<file path="config.mk">
export PLATFORM = sky130hd
export DESIGN_NAME = fetch_sequencer
export DESIGN_NICKNAME = d
export VERILOG_FILES = /design/src/rtl/fetch_pkg.sv /design/src/rtl/inst_line_buffer.sv /design/src/rtl/fetch_sequencer.sv
export SDC_FILE = /design/constraint.sdc
export NUM_CORES = 1
export LEC_CHECK = 0
export BUFFER_PORTS_ARGS = -buffer_cell sky130_fd_sc_hd__buf_4
export CORE_MARGIN = 4
export CORE_UTILIZATION = 45
export CTS_CLUSTER_DIAMETER = 200
export CTS_CLUSTER_SIZE = 8
export DETAILED_ROUTE_END_ITERATION = 8
export GPL_TIMING_DRIVEN = 0
export PLACE_DENSITY = 0.66
export SYNTH_ARGS = -nofsm -noshare
export SYNTH_HDL_FRONTEND = slang
export SYNTH_SLANG_ARGS = --single-unit
</file>
<file path="constraint.sdc">
create_clock -name clk -period 17.4 [get_ports clk]
set_input_delay 2.61 -clock clk [delete_from_list [all_inputs] [get_ports clk]]
set_output_delay 2.61 -clock clk [all_outputs]
set_load 0.01 [all_outputs]
</file>
<file path="src/rtl/fetch_pkg.sv">
// Shared types and constants for the instruction fetch sequencer.
// Line geometry and Sysbus request tag fields live here so every fetch file agrees on them.
package fetch_pkg;

   typedef enum logic [2:0] {
      IDLE,
      REQ,
      RECV,
      DRAIN,
      HALT
   } fsm_state_t;

   localparam int LINE_BEATS = 8;
   localparam int LINE_SLOTS = 2 * LINE_BEATS;

   // Sysbus tag fields: direction bit, target class, then an 8-bit id.
   localparam logic       SYSBUS_READ   = 1'b1;
   localparam logic [3:0] SYSBUS_MEMORY = 4'b0001;
   localparam logic [12:0] FETCH_REQ_TAG = {SYSBUS_READ, SYSBUS_MEMORY, 8'h00};

endpackage

</file>
<file path="src/rtl/inst_line_buffer.sv">
// One cache line of response beats; written a beat at a time, read a 32-bit slot at a time.
// Write takes effect on the next edge; the slot read is purely combinational.
module inst_line_buffer #(
   parameter int DATA_WIDTH = 64,
   parameter int BEATS      = 8,
   localparam int BEAT_BITS = $clog2(BEATS),
   localparam int SLOT_BITS = $clog2(2 * BEATS)
) (
   input  logic                    clk,
   input  logic                    rst,
   input  logic                    we_i,
   input  logic [BEAT_BITS-1:0]    beat_idx_i,
   input  logic [DATA_WIDTH-1:0]   data_i,
   input  logic [SLOT_BITS-1:0]    slot_i,
   output logic [DATA_WIDTH/2-1:0] word_o
);

   logic [DATA_WIDTH-1:0] mem_q [BEATS];
   logic [BEAT_BITS-1:0]  rd_beat;

   always_ff @(posedge clk or posedge rst) begin
      if (rst) begin
         for (int i = 0; i < BEATS; i++) begin
            mem_q[i] <= '0;
         end
      end else if (we_i) begin
         mem_q[beat_idx_i] <= data_i;
      end
   end

   // Even slots are the low half of a beat, odd slots the high half.
   assign rd_beat = slot_i[SLOT_BITS-1:1];

   always_comb begin
      word_o = mem_q[rd_beat][DATA_WIDTH/2-1:0];
      if (slot_i[0]) begin
         word_o = mem_q[rd_beat][DATA_WIDTH-1:DATA_WIDTH/2];
      end
   end

endmodule

</file>
<file path="src/rtl/fetch_sequencer.sv">
// Fetches 64-byte lines over Sysbus, then hands their 32-bit words to the decoder one per handshake.
// No prefetch: the next line is requested only after the current one drains; a zero word halts for good.
module fetch_sequencer
   import fetch_pkg::*;
#(
   parameter int BUS_DATA_WIDTH = 64,
   parameter int BUS_TAG_WIDTH  = 13
) (
   input  logic                        clk,
   input  logic                        reset,
   input  logic                        start,
   input  logic [BUS_DATA_WIDTH-1:0]   entry,
   output logic                        bus_reqcyc,
   output logic [BUS_DATA_WIDTH-1:0]   bus_req,
   output logic [BUS_TAG_WIDTH-1:0]    bus_reqtag,
   input  logic                        bus_reqack,
   input  logic                        bus_respcyc,
   input  logic [BUS_DATA_WIDTH-1:0]   bus_resp,
   output logic                        bus_respack,
   output logic                        inst_valid,
   output logic [BUS_DATA_WIDTH/2-1:0] inst,
   output logic [BUS_DATA_WIDTH-1:0]   inst_pc,
   input  logic                        inst_ready,
   output logic                        halted
);

   localparam int BEAT_BITS   = $clog2(LINE_BEATS);
   localparam int SLOT_BITS   = $clog2(LINE_SLOTS);
   localparam int OFFSET_BITS = $clog2(LINE_BEATS * BUS_DATA_WIDTH / 8);

   localparam logic [BEAT_BITS-1:0] LAST_BEAT = BEAT_BITS'(LINE_BEATS - 1);
   localparam logic [SLOT_BITS-1:0] LAST_SLOT = SLOT_BITS'(LINE_SLOTS - 1);

   fsm_state_t                state_q, state_d;
   logic [BUS_DATA_WIDTH-1:0] pc_q, pc_d;
   logic [BEAT_BITS-1:0]      beat_cnt_q, beat_cnt_d;
   logic [SLOT_BITS-1:0]      slot_q, slot_d;

   logic                        buf_we;
   logic [BUS_DATA_WIDTH/2-1:0] slot_word;
   logic                        slot_is_zero;

   inst_line_buffer #(
      .DATA_WIDTH (BUS_DATA_WIDTH),
      .BEATS      (LINE_BEATS)
   ) u_line_buffer (
      .clk        (clk),
      .rst        (reset),
      .we_i       (buf_we),
      .beat_idx_i (beat_cnt_q),
      .data_i     (bus_resp),
      .slot_i     (slot_q),
      .word_o     (slot_word)
   );

   assign slot_is_zero = (slot_word == '0);

   always_comb begin
      state_d    = state_q;
      pc_d       = pc_q;
      beat_cnt_d = beat_cnt_q;
      slot_d     = slot_q;
      buf_we     = 1'b0;
      case (state_q)
         IDLE: begin
            if (start) begin
               pc_d    = entry;
               state_d = REQ;
            end
         end
         REQ: begin
            if (bus_reqack) begin
               beat_cnt_d = '0;
               // Mid-line entry: draining begins at the entry word, not slot 0.
               slot_d     = pc_q[OFFSET_BITS-1:2];
               state_d    = RECV;
            end
         end
         RECV: begin
            if (bus_respcyc) begin
               buf_we     = 1'b1;
               beat_cnt_d = beat_cnt_q + BEAT_BITS'(1);
               if (beat_cnt_q == LAST_BEAT) begin
                  state_d = DRAIN;
               end
            end
         end
         DRAIN: begin
            if (slot_is_zero) begin
               state_d = HALT;
            end else if (inst_ready) begin
               pc_d   = pc_q + BUS_DATA_WIDTH'(4);
               slot_d = slot_q + SLOT_BITS'(1);
               if (slot_q == LAST_SLOT) begin
                  state_d = REQ;
               end
            end
         end
         HALT: begin
            state_d = HALT;
         end
         default: begin
            state_d = IDLE;
         end
      endcase
   end

   always_ff @(posedge clk or posedge reset) begin
      if (reset) begin
         state_q    <= IDLE;
         pc_q       <= '0;
         beat_cnt_q <= '0;
         slot_q     <= '0;
      end else begin
         state_q    <= state_d;
         pc_q       <= pc_d;
         beat_cnt_q <= beat_cnt_d;
         slot_q     <= slot_d;
      end
   end

   assign bus_reqcyc  = (state_q == REQ);
   assign bus_req     = bus_reqcyc ? {pc_q[BUS_DATA_WIDTH-1:OFFSET_BITS], {OFFSET_BITS{1'b0}}} : '0;
   assign bus_reqtag  = bus_reqcyc ? BUS_TAG_WIDTH'(FETCH_REQ_TAG) : '0;
   assign bus_respack = (state_q == RECV) && bus_respcyc;

   assign inst_valid  = (state_q == DRAIN) && !slot_is_zero;
   assign inst        = inst_valid ? slot_word : '0;
   assign inst_pc     = inst_valid ? pc_q : '0;
   assign halted      = (state_q == HALT);

endmodule

</file>
Yosys cells after proc, flatten, opt, wreduce, memory -nomap -nowiden. Cells that the tools add are included. W data, S select, Z words.

Word-level logic and storage cells: 79. Register bits: 586. Input bits: 134. Output and inout port bits: 177.

Bitwise gates (word level): 2. Multiplexer cells: 32. Reductions and logical operators: 13. $add $sub $neg: 3. Magnitude comparators: 3. Equality and inequality tests: 14.

Operators by type and width (count): $bwmux W512 (1); $mux W64 (8); $bmux W64 S3 (1); $demux W64 S3 (1); $pmux W64 S2 (1); $add A64 B3 Y64 const B (1); $mux W32 (2); $logic_not A32 Y1 (1); $mux W3 (9); $pmux W3 S5 (1); $mux W13 (1); $mux W4 (3); $ne A2 B2 Y1 const B (5); $ge A4 B4 Y1 const B (2); $not A3 Y4 (2); $pmux W4 S2 (1); $reduce_and A4 Y1 (2); $eq A3 B2 Y1 const B (2); $eq A3 B3 Y1 const B (2); $ne A3 B3 Y1 const B (2); $pmux W3 S2 (1); $reduce_and A6 Y1 (1); $reduce_bool A2 Y1 (3); $add A4 B1 Y4 const B (1); other kinds (10) (13).

Depth between registers and ports, before layout. Gate-level depths: netlist of the first run.

Word-level depth: 9. Depth in mapped cells: 18. Gate-level depth less buffers: 11.

By module. Synthesis of the first run repeated with hierarchy kept, for this count alone.

Cells, all modules: 2193. Area, all modules: 28956.5 µm².

Modules (own cells, without submodules): inst_line_buffer (cells each 1361, instances 1, area each 22768.1 µm², seq. area each 12812.3 µm²); fetch_sequencer (cells each 832, instances 1, area each 6188.4 µm², seq. area each 1851.8 µm²).

Least setup slack after synthesis of the first run. No wires, ideal clock.

Path type: input -> output. From: input bus_respcyc. To: output bus_respack. Stages on the path: 2. Data required time: 14.790 ns. Data arrival time: 3.299 ns. Path buffers: 0. Setup slack: 11.491 ns. Cells stage by stage: nand2_1 -> nor3_1.

Word-level cells in the longest chain between the ends: 1.

Ends and longest elaborated chain: start: declaration (line fetch_sequencer.sv:17) `input logic bus_respcyc,`; $logic_and A1 B1 Y1 (line fetch_sequencer.sv:125) `assign bus_respack = (state_q == RECV) && bus_respcyc;`; end: declaration (line fetch_sequencer.sv:19) `output logic bus_respack,`.

Every way passes these cells.

Worst setup path after layout of the first run.
From: register slot_q[3]. To: output inst_pc[37].

Word-level cells in the longest chain between the ends: 9.

Ends and longest elaborated chain: start: declaration (line fetch_sequencer.sv:37) `logic [SLOT_BITS-1:0] slot_q, slot_d;`; start signal: assignment (line fetch_sequencer.sv:118) `slot_q <= slot_d;`; $not A3 Y4 (implied by the code) (line inst_line_buffer.sv:35, inst_line_buffer.sv:37); $bmux W64 S3 (line inst_line_buffer.sv:35, inst_line_buffer.sv:37); $mux W64 (implied by the code) (2 in a row) (line inst_line_buffer.sv:35) `word_o = mem_q[rd_beat][DATA_WIDTH/2-1:0];`; $mux W32 (line inst_line_buffer.sv:36) `if (slot_i[0]) begin`; $logic_not A32 Y1 (line fetch_sequencer.sv:56) `assign slot_is_zero = (slot_word == '0);`; $logic_not A1 Y1 (line fetch_sequencer.sv:127) `assign inst_valid = (state_q == DRAIN) && !slot_is_zero;`; $logic_and A1 B1 Y1 (line fetch_sequencer.sv:127); $mux W64 (line fetch_sequencer.sv:129) `assign inst_pc = inst_valid ? pc_q : '0;`; end: declaration (line fetch_sequencer.sv:22) `output logic [BUS_DATA_WIDTH-1:0] inst_pc,`.

Every way passes these cells. The select of a mux whose other input is x is not followed.

==> flow_metrics.tcl, run 1 <==
set metrics [dict create \
    status "finished, final reports clean" \
    placed_cells 3531 \
    drt-pass1-iter-count 6 \
    cp_slowest_cell "buf_1" \
    slew_viol_final 0 \
    hp-class "reg2reg" \
    grt_max_degree 47 \
    dpl.hpwl_mm 74.75 \
    power_frac_seq 0.338 \
    gp_congestion 0.9337 \
    final_layout_size_suffix_gt1_frac 0.4091 \
    hold_viol 0 \
    utilization 0.5454 \
    drtAntennaViolNets 0 \
    yosys.area.top_type_share 0.5015 \
    peakVddDrop_v 0.00008315 \
    critical_path.max_stage_delay_ns 0.93 \
    fin_cells 3627 \
    critical_path.startpoint "slot_q[3]$_DFFE_PP0P_" \
    final.setup_skew_ns 0.02643 \
    power_leakage_uw 0.01627 \
    internal_power_uw 4130 \
    post-cts-setup-buffer-count 0 \
    dr.max_layer_used "met5" \
    path_delay_family "buffers and inverters" \
    cp_common_cell "buf_2" \
    netlist_area_um2 29240 \
    cts_max_level 3 \
    path_class "reg2out" \
    syn_avg_cell_area_um2 12.44 \
    worst_pin_slew_ns 1.435 \
    ys_warn_count 0 \
    worstReg2RegEnd "slot_q[3]$_DFFE_PP0P_" \
    synthTopCellsByArea "dfrtp_1 50%, mux2_2 20%, mux4_2 9.6%" \
    drt-initial-drc-count 1868 \
    cts_resized 0 \
    worst-path-buf-inv 8 \
    cts_tree "built" \
    reg2regPathDepth 17 \
    switching_power_uw 2644 \
    ys_seq_elements 586 \
    path_cells "buf_2, buf_2, buf_2, buf_2, buf_1, mux4_2, nand2_1, nand2_1, nor4_1, nand4_1, nand2_1, nand2_1, nand2_2, buf_2, buf_2, nor2_1, buf_4" \
    crit_end "inst_pc[37]" \
    clock_path_buffers 3 \
    p_per_area_nw_per_um2 193.0 \
    drv_cap 0 \
    sw_frac_of_total 0.3903 \
    met3WireLength_mm 8.779 \
    grt_antenna_before_repair 7 \
    hold_depth 1 \
    setup-violations-final 0 \
    r2r_slack_ns 11.64 \
    numCtsBuffers 83 \
    rsz0062_at_grt "no" \
    clock_latency_ns 0.62 \
    start_kind "flip-flop" \
    grt_pass1_wl_mm 153.1 \
    core_um2 64350 \
    pre_cts_ws_ns 8.918 \
    io_pins 311 \
    cp.depth 17 \
    nNetsFinal 2899 \
    tns_ns 0 \
    synthTopCellsByCount "586 x dfrtp_1, 530 x mux2_2, 153 x nor2_1, 139 x nand2_1, 126 x a21oi_1" \
    synthFlopType "dfrtp_1" \
    grt_usage 0.2929 \
    post_dp_cell_area_um2 32890 \
    synth_top_area_cell "dfrtp_1" \
    die_h_um 262.9 \
    overflow 0 \
    rows 93 \
    clock.fmax_mhz 107.1 \
    r2r_start "slot_q[3]$_DFFE_PP0P_" \
    syn_inst 2351 \
    wirelength_mm 102.8 \
    p_clk_frac 0.212 \
    grt_pass1_vias 23237 \
    dieArea_um2 69120 \
    worstPathRequired_ns 14.79 \
    cts-hold-fix-buffers 0 \
    met2_length_mm 48.76 \
    period_minus_slack_ns 9.339 \
    path_clk_slew_ns 0.05 \
    area_growth_pct 20.03 \
    clock-sinks 586 \
    synth_edf_count 0 \
    fin_crit_sh 0.5367 \
    drcViolationCount 0 \
    worst_slack_ns 8.061 \
    root_buffer "clkbuf_16" \
    yosysMostFrequentCell "dfrtp_1" \
    max_slew_margin 0.03986 \
    cp-end-kind "output pin" \
    initial_core_util 0.4544 \
    crit_arrival_ns 6.73 \
    viasPerCell 6.089 \
    port_buffers 293 \
    wl_per_cell_um 28.33 \
    crit_fanout 10 \
    comb_power_share 0.451 \
    die_x_um 262.9 \
    final_cell_area_um2 35100 \
    wl_met1_mm 39.94 \
    vias 22085 \
    ys_types 62 \
    ys_seq_area_frac 0.5015 \
    async_reset_ff_frac 1.000 \
]
## power by group through the flow
stage / combinational, uW / clock [uW] / sequential, uW
finish: 3050 / 1430 / 2290
global placement: 2950 / 0 / 2260
floorplan: 1950 / 0 / 2170
global route: 3250 / 1510 / 2350
detailed placement: 3020 / 0 / 2290
CTS: 3040 / 1460 / 2270
## per-stage QoR
step	hold slack, ns	power [uW]
6_report	0.4967	6774
2_1_floorplan	0.4712	4122
4_1_cts	0.4988	6766
3_3_place_gp	0.4810	5208
3_5_place_dp	0.4882	5315
5_1_grt	0.5071	7108
## kinds of logic (layout without fill, tap and decap cells)
family          count (synthesis)  after routing  synth area share
flops                         586            586            0.5015
fa+ha+maj                       4              4          0.001712
other cells                     1             22         0.0001282
buf+inv                       251            651           0.03902
mux                           684            684            0.3103
simple gates                  512            512           0.08113
compound gates                313            313           0.06620
## worst min path at each step
stage / start / to / slack [ns]
after floorplan: u_line_buffer.mem_q[259]$_DFFE_PP0P_ / u_line_buffer.mem_q[259]$_DFFE_PP0P_ / 0.47
after global placement: u_line_buffer.mem_q[35]$_DFFE_PP0P_ / u_line_buffer.mem_q[35]$_DFFE_PP0P_ / 0.48
after detailed placement: u_line_buffer.mem_q[22]$_DFFE_PP0P_ / u_line_buffer.mem_q[22]$_DFFE_PP0P_ / 0.49
after CTS: u_line_buffer.mem_q[22]$_DFFE_PP0P_ / u_line_buffer.mem_q[22]$_DFFE_PP0P_ / 0.50
after global routing: u_line_buffer.mem_q[167]$_DFFE_PP0P_ / u_line_buffer.mem_q[167]$_DFFE_PP0P_ / 0.51
final: u_line_buffer.mem_q[22]$_DFFE_PP0P_ / u_line_buffer.mem_q[22]$_DFFE_PP0P_ / 0.50
## cells in the final DEF (no fill, tap or decap), drive strengths merged, types with 38 or more instances in the layout
master	instances
buf	382
nor2	153
inv	68
nand3	38
mux4	125
nor3	79
a21oi	126
dfrtp	586
o21ai	54
clkbuf	196
nand2	141
mux2	530
## layer usage
| metal | vias up | global-route usage |
|---|---|---|
| li1 | 9379 | - |
| met1 | 11361 | 0.3715 |
| met2 | 1094 | 0.4764 |
| met3 | 243 | 0.07106 |
| met4 | 8 | 0.1391 |
| met5 | - | 0 |
## flip-flops by register name, summed over array words and instances (netlist names)
register             flops
u_line_buffer.mem_q    512
pc_q                    64
slot_q                   4
beat_cnt_q               3
state_q                  3
## cell type report
class	instances	area, um2
Antenna cell	5	12.51
Buffer	184	889.6
Clock buffer	85	2127
Clock inverter	6	67.56
Fill cell	5435	29250
Inverter	67	255.2
Multi-Input combinational cell	1530	13500
Sequential cell	586	14660
Tap cell	855	1070
Timing Repair Buffer	309	2511
Note: power is estimated with default switching activity, not from simulation.
==> run 2: changes to the inputs <==
--- a/config.mk
+++ b/config.mk
@@ -5,6 +5,7 @@
 export SDC_FILE = /design/constraint.sdc
 export NUM_CORES = 1
 export LEC_CHECK = 0
+export ABC_AREA = 1
 export BUFFER_PORTS_ARGS = -buffer_cell sky130_fd_sc_hd__buf_4
 export CORE_MARGIN = 4
 export CORE_UTILIZATION = 45
@@ -12,7 +13,6 @@
 export CTS_CLUSTER_SIZE = 8
 export DETAILED_ROUTE_END_ITERATION = 8
 export GPL_TIMING_DRIVEN = 0
-export PLACE_DENSITY = 0.66
 export SYNTH_ARGS = -nofsm -noshare
 export SYNTH_HDL_FRONTEND = slang
 export SYNTH_SLANG_ARGS = --single-unit
==> constraint.sdc (replaced) <==
create_clock -name clk -period 9.5 [get_ports clk]
set_input_delay 1.425 -clock clk [delete_from_list [all_inputs] [get_ports clk]]
set_output_delay 1.425 -clock clk [all_outputs]
set_load 0.01 [all_outputs]
==> flow_metrics.tcl, run 2 <==
set metrics [dict create \
    wl_per_cell_um 25.92 \
    post-cts-setup-buffer-count 0 \
    cts_tree "built" \
    largest_reg_flops 512 \
    grt_pass1_wl_mm 203.5 \
    numCtsBuffers 83 \
    comb_power_share 0.503 \
    synthTopCellsByCount "1,498 x nand2_1, 616 x o21ai_0, 586 x dfrtp_1, 395 x inv_1, 320 x nor2_1" \
    grt_pass1_vias 29311 \
    viasPerCell 5.749 \
    period_minus_slack_ns 6.975 \
    rows 95 \
    area_growth_pct 19.25 \
    cp-end-kind "output pin" \
    worstHoldStart "u_line_buffer.mem_q[224]$_DFFE_PP0P_" \
    hp-class "reg2reg" \
    worst_pin_slew_ns 1.520 \
    top_regs "u_line_buffer.mem_q: 512 flops, pc_q: 64 flops, slot_q: 4 flops" \
    synth_edf_count 0 \
    worstPathRequired_ns 8.08 \
    nNetsFinal 4780 \
    slew_viol_final 22 \
    initial_core_util 0.4549 \
    gp_congestion 1.027 \
    async_reset_ff_frac 1.000 \
    cts-hold-fix-buffers 0 \
    die_x_um 268.8 \
    drt-initial-drc-count 4170 \
    clock-sinks 586 \
    final_layout_size_suffix_gt1_frac 0.1179 \
    crit_end "inst_pc[57]" \
    r2r_slack_ns 4.96 \
    grt_antenna_before_repair 4 \
    fin_crit_sh 0.7342 \
    drv_cap 2 \
    worst_slack_ns 2.525 \
    syn_inst 4232 \
    start_kind "flip-flop" \
    cts_max_level 3 \
    ys_warn_count 0 \
    clock.fmax_mhz 143.4 \
    drcViolationCount 0 \
    hold_viol 0 \
    rsz0062_at_grt "no" \
    yosysMostFrequentCell "nand2_1" \
    layout_common_cells "1,498 x nand2_1, 616 x o21ai_0, 586 x dfrtp_1, 394 x inv_1, 323 x buf_4" \
    clock_latency_ns 0.64 \
    synth_top_area_cell "dfrtp_1" \
    syn_avg_cell_area_um2 7.232 \
    setup-violations-final 0 \
    r2r_start "slot_q[1]$_DFFE_PP0P_" \
    vias 31768 \
    max_slew_margin -0.01350 \
    final_common_cell "nand2_1" \
    grt_usage 0.3896 \
    crit_arrival_ns 5.55 \
    core_um2 67280 \
    power_frac_seq 0.301 \
    path_class "reg2out" \
    synthFlopType "dfrtp_1" \
    p_clk_frac 0.196 \
    pre_cts_ws_ns 3.601 \
    regMostFlops "u_line_buffer.mem_q" \
    power_leakage_uw 0.01840 \
    ys_seq_elements 586 \
    io_pins 311 \
    critical_path.startpoint "slot_q[1]$_DFFE_PP0P_" \
    cts_resized 0 \
    final.setup_skew_ns 0.02645 \
    reg2regPathDepth 17 \
    placed_cells 5430 \
    status "finished with violations" \
    root_buffer "clkbuf_16" \
    sw_frac_of_total 0.4862 \
    p_per_area_nw_per_um2 378.3 \
    dieArea_um2 72250 \
    drtAntennaViolNets 0 \
    synthTopCellsByArea "dfrtp_1 48%, nand2_1 18%, o21ai_0 10%" \
    peakVddDrop_v 0.0003659 \
    drt-pass1-iter-count 6 \
    clock_path_buffers 3 \
    crit_fanout 10 \
    switching_power_uw 6713 \
    netlist_area_um2 30600 \
    worstReg2RegEnd "pc_q[9]$_DFFE_PP0P_" \
    dpl.hpwl_mm 100.5 \
    port_buffers 293 \
    path_clk_slew_ns 0.05 \
    wirelength_mm 143.2 \
    ys_types 39 \
    overflow 0 \
    yosys.area.top_type_share 0.4791 \
    ys_seq_area_frac 0.4791 \
    die_h_um 268.8 \
    grt_max_degree 42 \
    internal_power_uw 7095 \
    fin_cells 5526 \
    violations "max-capacitance violations, max-slew violations" \
]
## run 2: kinds of logic (layout without fill, tap and decap cells)
group | count (synthesis) | after routing | share of synthesized area
buf+inv | 676 | 1075 | 0.09084
simple gates | 2161 | 2161 | 0.2834
mux | 31 | 31 | 0.01014
compound gates | 735 | 735 | 0.1239
other cells | 1 | 23 | 0.0001225
flops | 586 | 586 | 0.4791
fa+ha+maj | 4 | 4 | 0.001635
xor+xnor | 38 | 38 | 0.01087
## run 2: stage by stage
stage	util	total power (uW)	instance area [um2]	hold slack, ns	TNS [ns]
3_3_place_gp	0.5048	10680	33960	0.4572	-2161.18
2_1_floorplan	-	7790	30670	0.4419	0
6_report	0.5425	13810	36500	0.4719	0
4_1_cts	0.5422	13460	36480	0.4777	0
5_1_grt	0.5422	14420	36480	0.4925	0
3_5_place_dp	0.5096	10750	34280	0.4652	0
## run 2: power by group through the flow
stage | combinational, uW | clock [uW] | sequential (uW)
after global placement | 6530 | 0 | 4150
after floorplan | 3790 | 0 | 4000
after global routing | 7350 | 2800 | 4270
after detailed placement | 6610 | 0 | 4140
final | 6950 | 2700 | 4150
after CTS | 6640 | 2700 | 4120
## run 2: how the worst min path moves through the flow
stage                     cells after the start  slack [ns]                                   end
after floorplan                               2        0.44                state_q[0]$_DFFE_PP0P_
after global placement                        2        0.46  u_line_buffer.mem_q[192]$_DFFE_PP0P_
after detailed placement                      2        0.47  u_line_buffer.mem_q[249]$_DFFE_PP0P_
after CTS                                     2        0.48  u_line_buffer.mem_q[224]$_DFFE_PP0P_
after global routing                          2        0.49  u_line_buffer.mem_q[501]$_DFFE_PP0P_
final                                         2        0.47  u_line_buffer.mem_q[224]$_DFFE_PP0P_
## run 2: worst max-delay path: stages (launching register included)
cell,delay (ns)
dfrtp_1,0.35
buf_4,0.21
buf_2,0.45
buf_2,0.59
nand2_1,0.11
nand3_1,0.10
nand2_1,0.14
nand2_1,0.09
nand3_1,0.32
nand2_1,0.32
nand2_1,0.08
nor2_1,0.12
nand2_1,0.09
nor2_2,0.38
nand2_1,0.25
nand2_2,0.42
buf_4,0.38
buf_4,0.26
nor2_1,0.07
buf_4,0.15
## run 2: layer usage
| metal | vias to the layer above | global-route usage | part of all wire |
|---|---|---|---|
| li1 | 14071 | - | - |
| met1 | 15174 | 0.5185 | 0.39 |
| met2 | 2061 | 0.5878 | 0.43 |
| met3 | 460 | 0.1144 | 0.12 |
| met4 | 2 | 0.1875 | 0.058 |
| met5 | - | 0 | 0.000084 |
## run 2: cell type report
cell class	instances	area, um2
tap	873	1092
timing repair buffer	309	2520
clock inverter	5	70.07
buffer	277	1282
inverter	399	1504
clock buffer	85	2127
sequential	586	14660
fill	6747	30780
antenna	6	15.01
multi-input combinational	2986	13220
